[config.mk]
export PLATFORM = sky130hd
export DESIGN_NAME = muldiv_sequencer
export DESIGN_NICKNAME = d
export VERILOG_FILES = /design/src/rtl/muldiv_sequencer.sv
export SDC_FILE = /design/constraint.sdc
export NUM_CORES = 1
export LEC_CHECK = 0
export ABC_CLOCK_PERIOD_IN_PS = 3500
export CAP_MARGIN = 20
export CORE_MARGIN = 3
export CORE_UTILIZATION = 51
export CTS_BUF_LIST = sky130_fd_sc_hd__clkbuf_16
export DETAILED_ROUTE_END_ITERATION = 16
export PLACE_DENSITY = 0.73
export SKIP_LAST_GASP = 1
export SYNTH_ARGS = -nofsm -noshare
export SYNTH_HDL_FRONTEND = slang
export SYNTH_SLANG_ARGS = --single-unit
[constraint.sdc]
create_clock -name clk -period 3.5 [get_ports clk]
set_input_delay 0.875 -clock clk [delete_from_list [all_inputs] [get_ports clk]]
set_output_delay 0.875 -clock clk [all_outputs]
set_load 0.01 [all_outputs]
[src/rtl/muldiv_sequencer.sv]
// muldiv_sequencer
// Iterative RV32M multiply/divide unit living beside the ALU in Execute.
// Multiplies with a shift-add over a 2*XLEN accumulator and divides with a
// restoring algorithm, one bit per cycle, on operand magnitudes; signs are
// fixed up in a final cycle. The pipeline is held through stall until the
// one-cycle done pulse presents the registered result.
//
// Optional build macro:
//   MULDIV_EARLY_OUT_EN  divide by zero, signed overflow and multiply by
//                        zero go straight from IDLE to FIX (2-cycle path).
//                        Result values are identical with or without it.
//
// Ports:
//   clk      rising-edge clock
//   reset_n  asynchronous active-low reset
//   start    valid M-extension op present in Execute
//   flush    kill any in-flight op (no done, result kept)
//   funct3   op select: MUL MULH MULHSU MULHU DIV DIVU REM REMU
//   src_a    rs1 operand (multiplicand / dividend)
//   src_b    rs2 operand (multiplier / divisor)
//   busy     unit is not idle
//   stall    hold IF/ID/EX pipeline registers
//   done     one-cycle pulse, result valid
//   result   registered result, held until the next done

module muldiv_sequencer #(
  parameter int XLEN = 32
) (
  input  logic            clk,
  input  logic            reset_n,
  input  logic            start,
  input  logic            flush,
  input  logic [2:0]      funct3,
  input  logic [XLEN-1:0] src_a,
  input  logic [XLEN-1:0] src_b,
  output logic            busy,
  output logic            stall,
  output logic            done,
  output logic [XLEN-1:0] result
);

  localparam int              CNT_W   = $clog2(XLEN) + 1;
  localparam logic [XLEN-1:0] MIN_NEG = {1'b1, {(XLEN-1){1'b0}}};

  typedef enum logic [1:0] {IDLE, CALC, FIX, DONE} state_t;

  state_t state, state_nxt;

  logic [CNT_W-1:0]  count;
  logic [2*XLEN-1:0] acc;
  logic [XLEN-1:0]   opa;
  logic [XLEN-1:0]   opb;
  logic [2:0]        op_q;
  logic              neg_a_q, neg_b_q;
  logic              div_zero_q, overflow_q, zero_prod_q;

  logic              accept, is_div, a_signed, b_signed, a_neg, b_neg;
  logic              div_zero, overflow, zero_prod, skip_calc;
  logic [XLEN-1:0]   abs_a, abs_b;

  logic [XLEN:0]     mul_sum;
  logic [XLEN:0]     div_shift;
  logic [XLEN+1:0]   div_diff;
  logic [2*XLEN-1:0] acc_step;

  logic [2*XLEN-1:0] prod_fix;
  logic [XLEN-1:0]   quo_fix, rem_fix, fix_result;

  // Operand decode at the accept point. MULHSU treats src_b as unsigned and
  // MULHU/DIVU/REMU treat both operands as unsigned. The special cases are
  // recognised here so FIX can override the iterative datapath.
  always_comb begin
    is_div    = funct3[2];
    a_signed  = is_div ? ~funct3[0] : (funct3[1:0] != 2'b11);
    b_signed  = is_div ? ~funct3[0] : ~funct3[1];
    a_neg     = a_signed & src_a[XLEN-1];
    b_neg     = b_signed & src_b[XLEN-1];
    abs_a     = a_neg ? -src_a : src_a;
    abs_b     = b_neg ? -src_b : src_b;
    div_zero  = is_div & (src_b == '0);
    overflow  = is_div & ~funct3[0] & (src_a == MIN_NEG) & (src_b == '1);
    zero_prod = ~is_div & ((src_a == '0) | (src_b == '0));
    accept    = (state == IDLE) & start & ~flush;
`ifdef MULDIV_EARLY_OUT_EN
    skip_calc = div_zero | overflow | zero_prod;
`else
    skip_calc = 1'b0;
`endif
  end

  always_ff @(posedge clk or negedge reset_n) begin
    if (!reset_n) state <= IDLE;
    else          state <= state_nxt;
  end

  // Next state and handshake outputs. stall covers the accept cycle too so
  // the op stays in EX, but drops in DONE so EX/MEM captures the result.
  always_comb begin
    state_nxt = state;
    busy      = (state != IDLE);
    stall     = 1'b0;
    done      = 1'b0;
    case (state)
      IDLE: begin
        stall = accept;
        if (accept) state_nxt = skip_calc ? FIX : CALC;
      end
      CALC: begin
        stall = 1'b1;
        if (count == CNT_W'(1)) state_nxt = FIX;
      end
      FIX: begin
        stall     = 1'b1;
        state_nxt = DONE;
      end
      DONE: begin
        done      = 1'b1;
        state_nxt = IDLE;
      end
      default: state_nxt = IDLE;
    endcase
    if (flush) state_nxt = IDLE;
  end

  // One iteration. Multiply: acc = {high, multiplier}, add the multiplicand
  // into the high half when the low bit is set, then shift right.
  // Divide: acc = {partial remainder, dividend}; shift one dividend bit into
  // the remainder and subtract the divisor; a borrow restores.
  always_comb begin
    mul_sum   = {1'b0, acc[2*XLEN-1:XLEN]} + (acc[0] ? {1'b0, opa} : '0);
    div_shift = {acc[2*XLEN-1:XLEN], acc[XLEN-1]};
    div_diff  = {1'b0, div_shift} - {2'b00, opb};
    if (op_q[2]) begin
      if (div_diff[XLEN+1]) acc_step = {div_shift[XLEN-1:0], acc[XLEN-2:0], 1'b0};
      else                  acc_step = {div_diff[XLEN-1:0],  acc[XLEN-2:0], 1'b1};
    end else begin
      acc_step = {mul_sum, acc[XLEN-1:1]};
    end
  end

  // Sign correction and result selection. The magnitudes in acc are fixed
  // up here; divide-by-zero and signed overflow are forced regardless of
  // what the iterations produced.
  always_comb begin
    prod_fix = (neg_a_q ^ neg_b_q) ? -acc : acc;
    quo_fix  = (neg_a_q ^ neg_b_q) ? -acc[XLEN-1:0] : acc[XLEN-1:0];
    rem_fix  = neg_a_q ? -acc[2*XLEN-1:XLEN] : acc[2*XLEN-1:XLEN];
    if (div_zero_q) begin
      quo_fix = '1;
      rem_fix = neg_a_q ? -opa : opa;
    end else if (overflow_q) begin
      quo_fix = MIN_NEG;
      rem_fix = '0;
    end
    case (op_q)
      3'b000:                 fix_result = prod_fix[XLEN-1:0];
      3'b001, 3'b010, 3'b011: fix_result = prod_fix[2*XLEN-1:XLEN];
      3'b100, 3'b101:         fix_result = quo_fix;
      default:                fix_result = rem_fix;
    endcase
    if (zero_prod_q) fix_result = '0;
  end

  // Datapath registers. Operands and funct3 are captured only on accept;
  // a flush just clears the counter and leaves result untouched.
  always_ff @(posedge clk or negedge reset_n) begin
    if (!reset_n) begin
      count       <= '0;
      acc         <= '0;
      opa         <= '0;
      opb         <= '0;
      op_q        <= '0;
      neg_a_q     <= 1'b0;
      neg_b_q     <= 1'b0;
      div_zero_q  <= 1'b0;
      overflow_q  <= 1'b0;
      zero_prod_q <= 1'b0;
      result      <= '0;
    end else if (flush) begin
      count <= '0;
    end else begin
      case (state)
        IDLE: begin
          if (accept) begin
            op_q        <= funct3;
            neg_a_q     <= a_neg;
            neg_b_q     <= b_neg;
            div_zero_q  <= div_zero;
            overflow_q  <= overflow;
            zero_prod_q <= zero_prod;
            opa         <= abs_a;
            opb         <= abs_b;
            acc         <= {{XLEN{1'b0}}, (is_div ? abs_a : abs_b)};
            count       <= CNT_W'(XLEN);
          end
        end
        CALC: begin
          acc   <= acc_step;
          count <= count - 1'b1;
        end
        FIX: begin
          result <= fix_result;
          count  <= '0;
        end
        default: ;
      endcase
    end
  end

endmodule

==> run summary <==
Status: completed
Post-Synth Adder-Cell Area: 6.12%
Clock group share of total power: 8.9%
Startpoint types: flop
H-tree Lvls: 4
PwrDens: 1110 mW/mm²
CTS tree: done
RSZ-0062 raised after global routing: true
CP Max Fanout: 12
Max VDD drop: 0.000897 V
Cells after synthesis: 2050
Unique cell type count in the Yosys netlist: 80
Row count: 64
Hold crit path type: input pin to asynchronous set/reset pin
First-pass GRT wire length: 95100 µm
WS Path Type: flop to flop
Top FF cell, synth: dfrtp_1
Post-Synth Simple-Gate Area: 18.6%
Synthesized area: 0.0162 mm²
Synthesized Nets: 2199
Synth Area in XOR/XNOR: 12.5%
DRT antenna net count: 0
Reg power frac: 17.9%
CP Capture Type: flop
Worst stage delay on the critical path: 0.49 ns
Clock transition at path regs: 0.08 ns
Drt pass-1 iters: 6
WL final: 63700 µm
Final HPWL DP: 49500 µm
Residual DRC: 0
Comb pwr share: 73.2%
Layout Area Growth over Synthesis: 24.0%
WL/cell: 23.5 µm
Die W: 184 µm
Hold buffers post-CTS: 0
Maxcap violations: 0
Die height: 184 µm
Total track usage: 36.9%
Sequential fraction of the synthesis area: 27.2%
Full die area: 0.0339 mm²
Multiplexer share of the synthesized area: 5.17%
# port buffers: 105
Crit-path cells: ha_1 > a21o_1 > a31oi_1 > a21oi_2 > o2111a_1 > nor2_1 > o41ai_2 > buf_4 > a2bb2oi_4 > buf_12 > mux2_2 > mux2i_1 > o21ai_0
Async SR Flop Fraction: 100%
Yosys Warn Count: 0
Routability Congestion: 0.996
Core ar.: 0.0309 mm²
IO Count: 106
Worst r2r path cells: 13
WP data arrival: 3.76 ns
F_max: 0.289 GHz
Crit path time final: 3.46 ns
Max Slew Vio Count: 0
Crit path max-delay cell type: dfrtp_1
Period utilization: 98.9%
Sw Ratio: 51.3%
WHS: 0.425 ns
Net Sw Power: 0.0114 W
Syn_area_per_cell: 7.89 µm²
Actual slew at the worst max-slew pin: 1.10 ns
Via count: 17342
Layout cell share with drive strength beyond 1: 15.9%
Antenna violations before repair: 2
CTS buffer count: 17
Vias per cell: 6.39
Nets: 2453
Clk buf depth: 2
Largest net degree at the start of global routing: 124
DR iter-0 viols: 2512
Internal: 0.0109 W
Final setup fails: 0
Skew final: 0.0144 ns
Final Hold Viols: 0
Leakage: 8.85 nW
CP required: 3.80 ns
Vias in the first global route: 16042
Largest family of logic cells by synthesized area: compound AO/OA/AOI/OAI gates
Compound-Gate Fraction of Synth Area: 25.4%
Rel. slew slack: 27.0%
Post-synth EDFFs: 0
Clock Sink Count: 176
Starting density of the core: 52.4%
FF+latch count, synth: 176
Setup tns final: 0 ns
Remaining global-route overflow: 0
Clock Root Buffer: clkbuf_16
Clk_lat worst skew: 0.45 ns
==> what timing repair did <==
item / 4_1_cts / 5_1_grt
setup endpoints to repair: 10 / 36
gates resized for setup: 7 / 39
pin swaps: 1 / 11
gates cloned: 0 / 1
setup buffers: 0 / 2
==> state kept, by name, indices dropped and copies added (netlist names) <==
register,count
count,6
op_q,3
acc,64
result,32
opb,32
div_zero_q,1
neg_b_q,1
state,2
overflow_q,1
opa,32
zero_prod_q,1
neg_a_q,1
==> layout by cell type, fill, tap and decap left out, drive strengths merged, types with 33 or more instances in the layout <==
cell type      Yosys  final
nor3              52     52
nor2             143    143
xnor2            149    149
a21oi            148    148
nand2            244    244
ha                76     76
o21ai            217    217
clkdlybuf4s50      0    103
xor2              82     82
dfrtp            176    176
a21o              33     33
buf               11    262
mux2i             70     70
and2              37     37
inv               77     81
o31ai             38     38
==> cell families after synthesis <==
| family | after synthesis |
|---|---|
| flip-flops | 176 |
| multiplexers | 82 |
| adder cells (fa/ha/maj) | 78 |
| AND/OR/NAND/NOR | 632 |
| AO/OA/AOI/OAI | 641 |
| buffers and inverters | 210 |
| XOR/XNOR | 231 |
==> worst max-delay path: cells and delay by family (launching register included) <==
family | cells | cell delay, ns
flip-flops | 1 | 0.49
adder cells (fa/ha/maj) | 1 | 0.42
buffers and inverters | 2 | 0.40
AND/OR/NAND/NOR | 1 | 0.07
multiplexers | 2 | 0.49
AO/OA/AOI/OAI | 7 | 1.42
==> routing by layer <==
layer / global-route usage [%] / vias up / share of wire (%) / wire (µm)
met1: 49.8 / 8211 / 41 / 26000
met4: 18.9 / 2 / 5.7 / 3620
met5: 0 / - / 0.017 / 11
met2: 55.7 / 1010 / 43 / 27500
li1: - / 7930 / - / -
met3: 8.13 / 189 / 10 / 6560
==> per-stage QoR <==
stage / util, % / worst slack [ns] / area [µm²] / total power [W] / instances
after global placement: 62.2 / -0.400 / 19200 / 0.0191 / 2676
after floorplan: - / 0.230 / 16200 / 0.0135 / 2050
after global routing: 64.9 / -0.0464 / 20100 / 0.0236 / 2714
after CTS: 64.3 / 0.00866 / 19900 / 0.0214 / 2709
after detailed placement: 62.3 / -0.365 / 19200 / 0.0193 / 2677
final: 64.9 / 0.0372 / 20100 / 0.0223 / 2715
==> cell type report <==
class                   count  area, µm²
flip-flops and latches    176       4410
fillers                  2651      10800
diodes                      2       5.00
inverters                  79        297
multi-input cells        1664      11200
clock inverters            15        161
repair buffers            366       3100
well taps                 396        495
clock buffers              17        425
==> final timing paths <==
check,start,to,slack (ns)
max,acc[35],acc[43],0.04
min,reset_n,count[4],0.43
max reg2reg,acc[35],acc[43],0.04
min reg2reg,opb[7],opb[7],0.48
max in group asynchronous,reset_n,result[27],2.17
min in group clk,opb[7],opb[7],0.48
==> power by group through the flow <==
stage               combinational [W]  sequential, W  clock, W
CTS                            0.0155        0.00393   0.00199
detailed placement             0.0154        0.00396         0
finish                         0.0163        0.00398   0.00198
global route                   0.0175        0.00406   0.00208
global placement               0.0152        0.00392         0
floorplan                     0.00986        0.00368         0
==> cells in the mapped netlist (all sizes together) (5+ instances only) <==
| cell type | number | share of area [%] |
|---|---|---|
| o31ai | 38 | 1.8 |
| nor3 | 52 | 1.7 |
| nand2b | 20 | 0.77 |
| a21o | 33 | 1.5 |
| ha | 76 | 5.9 |
| a32o | 19 | 1.2 |
| a22o | 11 | 0.60 |
| nor2 | 143 | 3.3 |
| or2 | 10 | 0.40 |
| o21a | 5 | 0.23 |
| mux2 | 12 | 0.84 |
| nand3 | 24 | 0.74 |
| a22oi | 8 | 0.37 |
| and2 | 37 | 1.4 |
| a31oi | 15 | 0.58 |
| a221oi | 21 | 1.1 |
| a21oi | 148 | 4.6 |
| o21ai | 217 | 6.7 |
| inv | 77 | 1.8 |
| nand2 | 244 | 5.7 |
| mux2i | 70 | 4.3 |
| xor2 | 82 | 4.4 |
| a311oi | 5 | 0.27 |
| buf | 11 | 0.35 |
| or4 | 19 | 0.90 |
| nor4 | 14 | 0.67 |
| o211ai | 8 | 0.37 |
| nor2b | 7 | 0.27 |
| dfrtp | 176 | 27 |
| clkbuf | 120 | 2.8 |
| nand4 | 18 | 0.79 |
| o21bai | 7 | 0.32 |
| or3 | 23 | 0.89 |
| and3 | 6 | 0.23 |
| xnor2 | 149 | 8.1 |
| o221ai | 24 | 1.3 |
| a221o | 16 | 0.99 |
| o41ai | 15 | 0.86 |
| a211oi | 18 | 0.84 |
Note: power is estimated with default switching activity, not from simulation.
